`src/rtl/tt_out_pkg.sv`:
```
// Shared constants and the requantization function for the output buffer.
// The function is also used as the reference by anything modelling it.
package tt_out_pkg;

    localparam int OUT_LEN   = 7;
    localparam int BIT_WIDTH = 8;
    localparam int ROW_W     = 3;

    // Rounding arithmetic right shift with one guard bit, then optional ReLU.
    function automatic logic [BIT_WIDTH-1:0] requant(
        input logic [BIT_WIDTH-1:0] x,
        input logic [2:0]           s,
        input logic                 relu
    );
        logic signed [BIT_WIDTH:0] ext;
        logic signed [BIT_WIDTH:0] rnd;
        logic signed [BIT_WIDTH:0] sh;
        ext = {x[BIT_WIDTH-1], x};
        rnd = '0;
        if (s != 3'd0)
            rnd = (BIT_WIDTH+1)'(1) << (s - 3'd1);
        sh = (ext + rnd) >>> s;
        requant = sh[BIT_WIDTH-1:0];
        if (relu && sh[BIT_WIDTH])
            requant = '0;
    endfunction

endpackage

```
`src/rtl/tt_um_requant.sv`:
```
// Combinational requantizer on the buffer write path.
// Shift, round-half-up and optional ReLU of one row result.
module tt_um_requant
    import tt_out_pkg::*;
(
    input  logic [BIT_WIDTH-1:0] data,
    input  logic [2:0]           shift,
    input  logic                 relu,
    output logic [BIT_WIDTH-1:0] result
);

    assign result = requant(data, shift, relu);

endmodule

```
`src/rtl/tt_um_out_buffer.sv`:
```
// Ping-pong output buffer behind the ternary mat-vec multiplier.
// One bank fills from the multiplier while the other drains over valid/ready.
module tt_um_out_buffer
    import tt_out_pkg::*;
#(
    parameter int OUT_LEN   = tt_out_pkg::OUT_LEN,
    parameter int BIT_WIDTH = tt_out_pkg::BIT_WIDTH
) (
    input  logic                 clk,
    input  logic                 rst_n,
    input  logic                 in_valid,
    input  logic [ROW_W-1:0]     in_row,
    input  logic [BIT_WIDTH-1:0] in_data,
    input  logic [2:0]           cfg_shift,
    input  logic                 cfg_relu,
    input  logic                 out_ready,
    output logic                 out_valid,
    output logic [BIT_WIDTH-1:0] out_data,
    output logic [ROW_W-1:0]     out_row,
    output logic                 out_last,
    output logic [7:0]           drop_cnt
);

    localparam logic [ROW_W-1:0] LAST_ROW = ROW_W'(OUT_LEN - 1);

    logic [BIT_WIDTH-1:0] mem [2][OUT_LEN];
    logic [1:0]           full;
    logic                 wr_bank;
    logic                 rd_bank;
    logic                 done;
    logic                 idle;
    logic [OUT_LEN-1:0]   mask;
    logic [OUT_LEN-1:0]   mask_nx;
    logic [ROW_W-1:0]     rd_ptr;
    logic [ROW_W-1:0]     ld_ptr;
    logic [2:0]           shift_q;
    logic                 relu_q;

    logic                 wr;
    logic                 row0;
    logic                 wb;
    logic                 wb_full;
    logic                 wen;
    logic                 complete;
    logic                 hs_last;
    logic                 hold;
    logic                 ld;
    logic                 ld_bank;
    logic [2:0]           rq_shift;
    logic                 rq_relu;
    logic [BIT_WIDTH-1:0] rq;

    tt_um_requant u_requant (
        .data   (in_data),
        .shift  (rq_shift),
        .relu   (rq_relu),
        .result (rq)
    );

    // A frame closing this cycle has already handed its bank over.
    always_comb begin
        wr       = in_valid && (in_row <= LAST_ROW);
        row0     = wr && (in_row == '0);
        hs_last  = out_valid && out_ready && out_last;
        wb       = done ? ~wr_bank : wr_bank;
        wb_full  = full[wb] && !(hs_last && (rd_bank == wb));
        wen      = row0 ? !wb_full : (wr && !idle);
        mask_nx  = row0 ? '0 : mask;
        if (wen)
            mask_nx[in_row] = 1'b1;
        complete = wen && (&mask_nx);
        rq_shift = row0 ? cfg_shift : shift_q;
        rq_relu  = row0 ? cfg_relu : relu_q;
    end

    always_comb begin
        hold    = out_valid && !out_ready;
        ld_bank = rd_bank;
        ld_ptr  = rd_ptr;
        ld      = 1'b0;
        if (!out_valid) begin
            ld = full[rd_bank];
        end else if (out_last) begin
            ld_bank = ~rd_bank;
            ld_ptr  = '0;
            ld      = full[~rd_bank];
        end else begin
            ld_ptr = rd_ptr + 1'b1;
            ld     = 1'b1;
        end
    end

    always_ff @(posedge clk) begin
        if (rst_n && wen)
            mem[wb][in_row] <= rq;
    end

    always_ff @(posedge clk) begin
        if (!rst_n) begin
            full      <= '0;
            wr_bank   <= 1'b0;
            rd_bank   <= 1'b0;
            done      <= 1'b0;
            idle      <= 1'b1;
            mask      <= '0;
            rd_ptr    <= '0;
            shift_q   <= '0;
            relu_q    <= 1'b0;
            drop_cnt  <= '0;
            out_valid <= 1'b0;
            out_data  <= '0;
            out_row   <= '0;
            out_last  <= 1'b0;
        end else begin
            done <= complete;
            if (done) begin
                full[wr_bank] <= 1'b1;
                wr_bank       <= ~wr_bank;
            end
            if (hs_last)
                full[rd_bank] <= 1'b0;
            if (row0) begin
                shift_q <= cfg_shift;
                relu_q  <= cfg_relu;
                mask    <= '0;
                idle    <= wb_full;
                if (wb_full && drop_cnt != 8'hFF)
                    drop_cnt <= drop_cnt + 8'd1;
            end
            if (wen) begin
                mask <= complete ? '0 : mask_nx;
                if (complete)
                    idle <= 1'b1;
            end
            if (!hold) begin
                rd_bank   <= ld_bank;
                rd_ptr    <= ld_ptr;
                out_valid <= ld;
                out_row   <= ld ? ld_ptr : '0;
                out_data  <= ld ? mem[ld_bank][ld_ptr] : '0;
                out_last  <= ld && (ld_ptr == LAST_ROW);
            end
        end
    end

endmodule

```
`config.mk`:
```
export PLATFORM = sky130hd
export DESIGN_NAME = tt_um_out_buffer
export DESIGN_NICKNAME = d
export VERILOG_FILES = /design/src/rtl/tt_out_pkg.sv /design/src/rtl/tt_um_requant.sv /design/src/rtl/tt_um_out_buffer.sv
export SDC_FILE = /design/constraint.sdc
export NUM_CORES = 1
export LEC_CHECK = 0
export CORE_UTILIZATION = 55
export DETAILED_ROUTE_END_ITERATION = 8
export PLACE_DENSITY = 0.76
export SYNTH_ARGS = -nofsm -noshare
export SYNTH_HDL_FRONTEND = slang
export SYNTH_SLANG_ARGS = --single-unit
```
`constraint.sdc`:
```
create_clock -name clk -period 14.6 [get_ports clk]
set_clock_uncertainty 0.1 [all_clocks]
set_input_delay 2.19 -clock clk [delete_from_list [all_inputs] [get_ports clk]]
set_output_delay 2.19 -clock clk [all_outputs]
set_load 0.03 [all_outputs]
```
==> impl_summary.txt <==
----------------------------------------------------
[CTS]
  Clock-pin transition on the worst setup and hold timing paths ... 0.06 ns
  Number of buffers created by CTS ... 17
  Clock tree root buffer cell ... sky130_fd_sc_hd__clkbuf_16
  Clock tree from TritonCTS ... yes
  H-tree level count ... 4
  Gates resized, CTS repair ... 0
  Largest buffer count on any clock path ... 2
  Post-cts hold buffer count ... 0
  TritonCTS sink count ... 153
  Latest clock arrival within the worst-skew pair ... 0.42 ns
  Setup bufs post-CTS ... 0

[Setup path]
  Setup crit start ... in_row[0]
  Class of the most critical setup path ... in2reg
  Data required, critical path ... 14.58 ns
  Cell with the largest stage delay on the worst path ... sky130_fd_sc_hd__a21oi_1
  Crit end category ... register
  Data arrival time of the critical path ... 6.93 ns
  Crit-path cells ... clkdlybuf4s50_1 > nor4b_4 > mux2_2 > nand2_1 > nor2_1 > ha_1 > fa_1 > a211oi_1 > nor2_1 > or4_1 > a21oi_1 > o32ai_1 > a21oi_1
  Worst Path Max Fanout ... 15
  Worst reg2reg startpoint ... shift_q[0]
  Crit path largest cell delay ... 0.80 ns
  Kind of start point of the critical path ... primary input

[Placement]
  Detailed-placement wirelength estimate ... 9810 um
  Total of buffers placed on input and output ports ... 39
  Placer congestion estimate ... 0.915

[Logic synthesis]
  Cell variety after synth ... 66
  Number of register bits inferred by synthesis ... 153
  Mean instance size in the synthesized netlist ... 13.0 um^2
  Number of instances in the synthesized netlist ... 539
  Total nets after synthesis ... 569
  Proportion of synthesized flip-flops having asynchronous set or reset ... 0%
  Synth Cell Area ... 0.00702 mm^2
  Commonest register cell after synthesis ... sky130_fd_sc_hd__edfxtp_1
  Synthesis warning total ... 0
  Post-synth EDFFs ... 112
  Share of the yosys chip area belonging to registers ... 59.6%

[Min path]
  Min-delay src ... mask[0]
  Hold Crit Class ... reg2reg

[Floorplan]
  Std-Cell Rows ... 40
  Starting density of the core ... 57.4%
  DIE WIDTH ... 115 um
  Die boundary height ... 115 um
  Number of I/O pins ... 40
  Area of the die ... 0.0132 mm^2
  Core Area ... 0.0122 mm^2

[Drt]
  Avg Vias per Cell ... 6.13
  Drt pass-1 iters ... 6
  Routed length per instance ... 19.4 um
  Iteration-0 DRC count of the detailed router ... 468
  Remaining routing DRC violations ... 0
  Post-Route WL ... 14,800 um
  Number of nets with antenna violations after routing ... 0
  Count of vias placed by the detailed router ... 4,668

[Timing]
  Final number of setup-violating endpoints ... 0
  Hold Slack ... 0.385 ns
  Final period utilization ... 47.6%
  Fmax ... 144 MHz
  RSZ-0062 raised after global routing ... false
  Max-Slew Margin vs Limit ... 19.2%
  Final critical-path required period ... 6.95 ns
  Count of final max-slew check failures ... 0
  Final hold violations ... 0
  Measured slew at the worst slew-check pin ... 1.20 ns
  Sum Neg Setup Slack ... 0 ns

[Global routing]
  Sum of overflow across all layers after global routing ... 0
  Global-route wire length before repair ... 24,300 um
  Vias in the first global route ... 4,715
  Most Used Layer, Global Route ... met2
  Largest net degree at the start of global routing ... 39
  Met2 GRT Util ... 41.8%
  Total global routing track utilization ... 24.7%
  Antenna violations before repair ... 0
  Routing usage on met3 ... 5.32%
  Met1 Usage GRT ... 31.8%

[Final layout]
  Number of inserted diodes ... 0
  Layout overhead on the synthesized area ... 16.5%
  Nets ... 611
  Commonest cells after routing, fill and taps aside ... sky130_fd_sc_hd__edfxtp_1, sky130_fd_sc_hd__nor2_1, sky130_fd_sc_hd__nand2_1, sky130_fd_sc_hd__dfxtp_1, sky130_fd_sc_hd__clkdlybuf4s50_1
  Fraction of final layout cells sized beyond drive strength 1 ... 12.3%
  Most common cell after layout, fill and taps aside ... sky130_fd_sc_hd__edfxtp_1

[Pwr]
  Worst ir drop on vdd ... 0.0841 mV
  Static leakage ... 2.71 nW
  Power density cells ... 118 mW/mm^2

[Status]
  Outcome ... complete, no violations

[Run]
  Max-capacitance violation count ... 0

----------------------------------------------------
==> cell type report <==
cell class,count,area (um^2)
fillers,882,4040
repair buffers,46,443
flip-flops and latches,153,4180
clock inverters,12,145
inverters,6,22.5
clock buffers,20,447
well taps,168,210
multi-input cells,357,2720
==> worst max-delay path, delay by kind of cell <==
kind / cells / cell delay [ns]
AO/OA/AOI/OAI: 4 / 1.56
adder cells (fa/ha/maj): 2 / 0.65
buffers and inverters: 1 / 0.66
multiplexers: 1 / 0.51
AND/OR/NAND/NOR: 5 / 1.35
==> where the power goes <==
part	leakage (nW)	total [mW]	switching, mW	internal (mW)
clock network	0.275	0.436	0.177	0.259
logic	1.10	0.0513	0.0336	0.0177
registers	1.33	0.477	0.000284	0.477
total	2.71	0.965	0.211	0.754
==> cells in the mapped netlist, types with 2 or more instances <==
| master | n | share of area [%] |
|---|---|---|
| sky130_fd_sc_hd__a211oi_1 | 7 | 0.75 |
| sky130_fd_sc_hd__a21boi_1 | 13 | 1.4 |
| sky130_fd_sc_hd__a21o_1 | 4 | 0.43 |
| sky130_fd_sc_hd__a21oi_1 | 28 | 2.0 |
| sky130_fd_sc_hd__a221oi_1 | 12 | 1.5 |
| sky130_fd_sc_hd__a22oi_1 | 14 | 1.5 |
| sky130_fd_sc_hd__and2_1 | 13 | 1.2 |
| sky130_fd_sc_hd__and3_1 | 11 | 0.98 |
| sky130_fd_sc_hd__and3b_1 | 4 | 0.50 |
| sky130_fd_sc_hd__buf_2 | 6 | 0.43 |
| sky130_fd_sc_hd__clkbuf_1 | 16 | 0.86 |
| sky130_fd_sc_hd__dfxtp_1 | 41 | 12 |
| sky130_fd_sc_hd__edfxtp_1 | 112 | 48 |
| sky130_fd_sc_hd__ha_1 | 10 | 1.8 |
| sky130_fd_sc_hd__inv_1 | 6 | 0.32 |
| sky130_fd_sc_hd__mux2_2 | 3 | 0.48 |
| sky130_fd_sc_hd__mux2i_1 | 8 | 1.1 |
| sky130_fd_sc_hd__mux4_2 | 24 | 7.7 |
| sky130_fd_sc_hd__nand2_1 | 42 | 2.2 |
| sky130_fd_sc_hd__nand2b_1 | 8 | 0.71 |
| sky130_fd_sc_hd__nand3_1 | 14 | 1.0 |
| sky130_fd_sc_hd__nor2_1 | 43 | 2.3 |
| sky130_fd_sc_hd__nor2b_1 | 10 | 0.89 |
| sky130_fd_sc_hd__nor3_1 | 4 | 0.29 |
| sky130_fd_sc_hd__nor3b_1 | 4 | 0.43 |
| sky130_fd_sc_hd__o211a_1 | 2 | 0.29 |
| sky130_fd_sc_hd__o211ai_1 | 9 | 0.96 |
| sky130_fd_sc_hd__o21a_1 | 2 | 0.21 |
| sky130_fd_sc_hd__o21ai_0 | 17 | 1.2 |
| sky130_fd_sc_hd__o221ai_1 | 2 | 0.25 |
| sky130_fd_sc_hd__o22ai_1 | 3 | 0.27 |
| sky130_fd_sc_hd__o31ai_1 | 2 | 0.21 |
| sky130_fd_sc_hd__or3_1 | 3 | 0.27 |
| sky130_fd_sc_hd__or4_1 | 3 | 0.32 |
| sky130_fd_sc_hd__xnor2_1 | 6 | 0.75 |
| sky130_fd_sc_hd__xor2_1 | 3 | 0.37 |
==> metrics by stage <==
step                std cells  setup WS (ns)  utilization (%)  power [mW]  instance area (um^2)
detailed placement        730           7.31             62.1       0.537                  7580
floorplan                 539           8.28                -       0.517                  7020
global route              762           7.29             66.9       0.990                  8170
finish                    762           7.65             66.9       0.965                  8170
CTS                       762           7.74             66.9       0.967                  8170
global placement          730           7.55             62.1       0.534                  7580
==> cells by family after synthesis <==
kind of cell | after synthesis | share of synthesized area (%)
buffers and inverters | 29 | 1.77
adders and majority gates | 11 | 2.07
AOI/OAI and AO/OA | 129 | 12.9
DFF | 153 | 59.6
muxes | 35 | 9.33
and+or+nand+nor | 171 | 12.8
xor gates and xnor gates | 10 | 1.36
other | 1 | 0.0535
==> metal layers <==
layer | vias to the layer above | wire, um
li1 | 2188 | -
met1 | 2300 | 6370
met2 | 153 | 7430
met3 | 27 | 720
met4 | 0 | 267
met5 | - | 0
==> sequential cells by signal (all words and copies together) (netlist names) <==
signal / flops
rd_ptr: 3
wr_bank: 1
idle: 1
out_last: 1
out_row: 3
mem: 112
mask: 7
rd_bank: 1
full: 2
out_data: 8
drop_cnt: 8
done: 1
out_valid: 1
shift_q: 3
relu_q: 1
==> worst paths after layout <==
path                      to  slack [ns]  cells past startpoint
hold / removal       mask[0]        0.39                      2
setup reg to reg  mem[0][20]       10.55                     11
hold reg to reg      mask[0]        0.39                      2
setup / recovery  mem[0][20]        7.65                     13
No activity file was read; power rests on OpenSTA's default activity.
==> patch 1 (same flow settings) <==
Register the output `drop_cnt` once more, cleared by the reset; this adds one clock of latency there. The other outputs are not delayed to match.
--- a/src/rtl/tt_um_out_buffer.sv
+++ b/src/rtl/tt_um_out_buffer.sv
@@ -24,2 +24,4 @@
     localparam logic [ROW_W-1:0] LAST_ROW = ROW_W'(OUT_LEN - 1);
+
+    logic [7:0] drop_cnt_s0;
 
@@ -108,3 +110,3 @@
             relu_q    <= 1'b0;
-            drop_cnt  <= '0;
+            drop_cnt_s0 <= '0;
             out_valid <= 1'b0;
@@ -126,4 +128,4 @@
                 idle    <= wb_full;
-                if (wb_full && drop_cnt != 8'hFF)
-                    drop_cnt <= drop_cnt + 8'd1;
+                if (wb_full && drop_cnt_s0 != 8'hFF)
+                    drop_cnt_s0 <= drop_cnt_s0 + 8'd1;
             end
@@ -145,2 +147,10 @@
 
+    always_ff @(posedge clk) begin
+        if (!rst_n) begin
+            drop_cnt <= '0;
+        end else begin
+            drop_cnt <= drop_cnt_s0;
+        end
+    end
+
 endmodule
Behaviour: same outputs for any inputs over 10 cycles, from zero or initial values and one cycle with rst_n low; that may be too few to reach the edited logic, so the function may still have changed.
==> patch 1 against the original RTL <==
Sequential power up 4.6%. Routed wire length up 2.8%. Worst setup slack worse by 0.40 ns. Design area up 1.5%. Combinational power up 3%. First-iteration DRC count down 15%. Hold slack worse by 0.024 ns. Final cell count up 1.3%. Fmax down 5.4%. Sequential cell count up 8. Total power up 0.44%. Synthesized area up 2.3%. Utilization down 1.4 points. Critical endpoint is now mem[1][13]. Largest cell class unchanged.
==> patch 1: results (changes against the original RTL) <==
{
  "crit_path_end": {"value": "mem[1][13]"},
  "dr.pass1.iters": {"value": 5, "change": "-1"},
  "largest_fanout_on_the_critical_path": {"value": 14, "change": "-1"},
  "post_synth_most_frequent_cells": {"value": "edfxtp_1 (112), dfxtp_1 (49), nor2_1 (45), nand2_1 (39), mux4_2 (24)"},
  "dpl_cell_area": {"value": 0.007732, "unit": "mm2", "change": "+2.0%"},
  "postCtsSetupRepairBufs": {"value": 0, "change": "unchanged"},
  "synth.yosys.seq_area_share": {"value": 60.55, "unit": "%", "change": "+0.91 points"},
  "r2r.worst_path.cells": {"value": 9, "change": "-2"},
  "syn-num-nets": {"value": 578, "change": "+1.6%"},
  "largest_net_degree_at_the_start_of_global_routing": {"value": 35, "change": "-10%"},
  "synthTopCellsByArea": {"value": "edfxtp_1 (47%), dfxtp_1 (14%), mux4_2 (7.5%)"},
  "sequential_area": {"value": 0.004344, "unit": "mm2", "change": "+3.8%"},
  "nFillCells": {"value": 908, "change": "+2.9%"},
  "critPathArrivalTime": {"value": 7.31, "unit": "ns", "change": "+0.38 ns"},
  "synth.distinct_cells": {"value": 73, "change": "+11%"},
  "num-nets-final": {"value": 617, "change": "+0.98%"},
  "groute.usage.overall": {"value": 24.10, "unit": "%", "change": "-0.58 points"},
  "p_leak": {"value": 0.002873, "unit": "uW", "change": "+6.1%"},
  "vias_per_cell": {"value": 6.058, "change": "-1.1%"},
  "cts.root.buffer_cell": {"value": "clkbuf_16"},
  "drive_above_1_share": {"value": 12.83, "unit": "%", "change": "+0.54 points"},
  "outcome": {"value": "finished, final reports clean"},
  "timing.final.crit_share": {"value": 50.36, "unit": "%", "change": "+2.7 points"},
  "power_report.internal_total": {"value": 753.3, "unit": "uW", "change": "about the same"},
  "gpl.final_weighted_congestion": {"value": 0.8160, "change": "-11%"},
  "hpwl": {"value": 10000, "unit": "um", "change": "+2.0%"},
  "grt.met1_usage": {"value": 30.43, "unit": "%", "change": "-1.4 points"},
  "grt_first_pass_wirelength": {"value": 24000, "unit": "um", "change": "-1.2%"},
  "timing.reg2reg.setup_slack": {"value": 10.56, "unit": "ns", "change": "about the same"},
  "first_global_vias": {"value": 4634, "change": "-1.7%"},
  "drtIter0Drc": {"value": 400, "change": "-15%"},
  "yosys_warnings": {"value": 0, "change": "unchanged"},
  "met2_usage": {"value": 40.95, "unit": "%", "change": "-0.85 points"},
  "cpPeakStageDelay": {"value": 1.00, "unit": "ns", "change": "+0.20 ns"},
  "post_drt_wl_per_cell": {"value": 19.70, "unit": "um", "change": "+1.5%"},
  "placement.setup.worst_slack": {"value": 6.913, "unit": "ns", "change": "-0.4009 ns"},
  "maxSlewHeadroom": {"value": 19.97, "unit": "%", "change": "+0.81 points"},
  "timing.critical_path.slowest_stage_cell": {"value": "nor4b_2"},
  "grt.met3_usage": {"value": 4.619, "unit": "%", "change": "-0.71 points"}
}
[patch 1: per-layer routing]
layer,routed length (um),up-vias
li1,-,2198
met3,776,30
met4,331,0
met2,7646,161
met5,0,-
met1,6450,2288
[patch 1: layout make-up]
type	count	area share [%]
clock buffers	18	5.172
clock inverters	14	1.583
inverters	10	0.4524
multi-input cells	349	32.33
flip-flops and latches	161	52.35
well taps	172	2.593
repair buffers	48	5.519
[patch 1: how the worst min path moves through the flow]
stage | start | end | slack [ns] | cells past startpoint
2_1_floorplan | drop_cnt_s0[7] | drop_cnt[7] | 0.37 | 1
3_3_place_gp | out_row[2] | out_row[2] | 0.34 | 2
3_5_place_dp | out_row[2] | out_row[2] | 0.35 | 2
4_1_cts | out_row[2] | out_row[2] | 0.36 | 2
5_1_grt | out_row[2] | out_row[2] | 0.39 | 2
6_report | out_row[2] | out_row[2] | 0.36 | 2
[patch 1: cells by family (layout without fill, tap and decap cells)]
kind of cell             after synthesis  in the layout  synth area share, %
buffers and inverters                 38             90                2.354
adder cells (fa/ha/maj)               11             11                2.023
other                                  1              1              0.05227
flip-flops                           161            161                60.55
AND/OR/NAND/NOR                      171            171                12.10
multiplexers                          42             42                10.25
AO/OA/AOI/OAI                        110            110                10.85
XOR/XNOR                              14             14                1.814
[patch 1: worst min-delay path: cells and delay by family (launching register included)]
family	cells	cell delay (ns)
and+or+nand+nor	1	0.05
DFF	1	0.31
AOI/OAI and AO/OA	1	0.06
[patch 1: per-stage QoR]
step / hold WS (ns) / std cells
after floorplan: 0.3653 / 548
after global placement: 0.3450 / 740
after detailed placement: 0.3525 / 740
after CTS: 0.3614 / 772
after global routing: 0.3862 / 772
final: 0.3617 / 772
[patch 1: power by group through the flow]
| stage | registers [uW] | clock network [uW] | logic [uW] |
|---|---|---|---|
| finish | 499 | 417 | 52.7 |
| global route | 499 | 441 | 57.1 |
| CTS | 499 | 422 | 51.7 |
| detailed placement | 509 | 0 | 51.1 |
| global placement | 509 | 0 | 48.5 |
| floorplan | 509 | 0 | 30.9 |
==> patch 2 (same settings) <==
Without the edit above. Change the package constant `OUT_LEN` from 7 to 6.
--- a/src/rtl/tt_out_pkg.sv
+++ b/src/rtl/tt_out_pkg.sv
@@ -4,3 +4,3 @@
 
-    localparam int OUT_LEN   = 7;
+    localparam int OUT_LEN   = 6;
     localparam int BIT_WIDTH = 8;
Check against the original RTL: not equivalent (Yosys sat finds a counterexample within 10 cycles, from zero or initial values and one cycle with rst_n low).
==> patch 2 against the original RTL <==
Sequential share of layout area fell by 1.4 points. Die area down 10%. Routed wire length shrank 5.1%. Synthesized area down 10%. Critical path type unchanged. Final cell count decreased by 8.9%. Clock power fell by 6.7%. Total power is 8.9% lower. Design area fell by 9.4%. Worst setup slack got worse by 0.43 ns. Sequential cell count fell by 17. Fmax fell by 5.9%.
==> patch 2: results (changes against the original RTL) <==
{
  "coreArea": {"value": 0.01098, "unit": "mm2", "change": "-10%"},
  "outcome": {"value": "finished, final reports clean"},
  "syn-num-nets": {"value": 525, "change": "-7.7%"},
  "routed_wl": {"value": 14030, "unit": "um", "change": "-5.1%"},
  "number_of_flops_mapped_to_enable_cells_by_yosys": {"value": 96, "change": "-14%"},
  "post_synth_most_frequent_cells": {"value": "edfxtp_1 (96), nor2_1 (73), dfxtp_1 (40), mux4_2 (24), nand2_1 (24)"},
  "critPathArrivalTime": {"value": 7.33, "unit": "ns", "change": "+0.40 ns"},
  "worstMarginPinSlew": {"value": 1.284, "unit": "ns", "change": "+0.08051 ns"},
  "cpPeakStageDelay": {"value": 1.07, "unit": "ns", "change": "+0.27 ns"},
  "sequential_cell_total": {"value": 136, "change": "-11%"},
  "num-nets-final": {"value": 571, "change": "-6.5%"},
  "groute.usage.overall": {"value": 25.86, "unit": "%", "change": "+1.2 points"},
  "grt_first_pass_wirelength": {"value": 22120, "unit": "um", "change": "-8.9%"},
  "multiInputGateArea": {"value": 0.002500, "unit": "mm2", "change": "-8.2%"},
  "post-route-worst-setup-slack": {"value": 7.213, "unit": "ns", "change": "-0.4331 ns"},
  "vias_per_cell": {"value": 6.259, "change": "+2.2%"},
  "synth.yosys.seq_area_share": {"value": 58.56, "unit": "%", "change": "-1.1 points"},
  "area_delta_synth_final": {"value": 17.72, "unit": "%"},
  "clockNetworkAreaShare": {"value": 7.621, "unit": "%", "change": "+0.38 points"},
  "layout.non_clock_inverters": {"value": 9, "change": "+3"},
  "hpwl": {"value": 9073, "unit": "um", "change": "-7.5%"},
  "nFillCells": {"value": 770, "change": "-13%"},
  "timing.hold.worst.start": {"value": "out_row[1]"},
  "largest_net_degree_at_the_start_of_global_routing": {"value": 27, "change": "-31%"},
  "crit_path_end": {"value": "mem[1][12]"},
  "gpl.final_weighted_congestion": {"value": 0.8753, "change": "-4.3%"},
  "drtIter0Drc": {"value": 294, "change": "-37%"},
  "buffers": {"value": 47, "change": "+2.2%"},
  "placement.setup.worst_slack": {"value": 6.786, "unit": "ns", "change": "-0.5286 ns"},
  "layout.nonclk_buf_share": {"value": 6.049, "unit": "%", "change": "+0.63 points"}
}
==> patch 2: cell types whose count changed in the layout (fill, tap and decap cells not counted), moves of 8 or more <==
| cell | before | now |
|---|---|---|
| nand2_1 | 42 | 24 |
| a221o_1 | 0 | 8 |
| and2_1 | 13 | 1 |
| nor4_1 | 1 | 9 |
| a22oi_1 | 14 | 3 |
| a221oi_1 | 12 | 0 |
| a21boi_1 | 13 | 0 |
| edfxtp_1 | 112 | 96 |
| nor2_1 | 43 | 73 |
| a21oi_1 | 28 | 19 |
==> patch 2: routing by layer <==
layer	global-route usage [%]	vias up	part of all wire, %
li1	-	2011	-
met1	30.48	2152	40
met2	44.92	163	53
met3	5.678	18	5.6
met4	11.97	0	1.5
met5	0	-	0
==> patch 2: worst min path at each step <==
stage	endpoint	slack (ns)	depth (start not counted)
CTS	out_row[1]	0.36	2
detailed placement	out_row[1]	0.35	2
finish	out_row[1]	0.36	2
floorplan	mask[0]	0.36	2
global route	out_row[1]	0.38	2
global placement	out_row[1]	0.34	2
==> patch 2: cells by family (layout without fill, tap and decap cells) <==
family | after synthesis | count (layout) | share of synthesized area [%]
flops | 136 | 136 | 58.56
xor+xnor | 13 | 13 | 1.930
buf+inv | 29 | 88 | 2.148
compound gates | 98 | 98 | 10.78
mux | 42 | 42 | 11.58
fa+ha+maj | 11 | 11 | 2.308
simple gates | 165 | 165 | 12.63
other cells | 1 | 1 | 0.05962
==> patch 2: power breakdown <==
group | internal, uW | switching, uW
registers | 423 | 0.593
clock network | 238 | 169
logic | 15.5 | 32.4
==> patch 2: worst reg2reg max path, delay by kind of cell, from the launching register on <==
family / cells / cell delay (ns)
and+or+nand+nor: 1 / 0.12
adders and majority gates: 2 / 0.68
DFF: 1 / 0.31
muxes: 1 / 0.65
AOI/OAI and AO/OA: 5 / 2.44
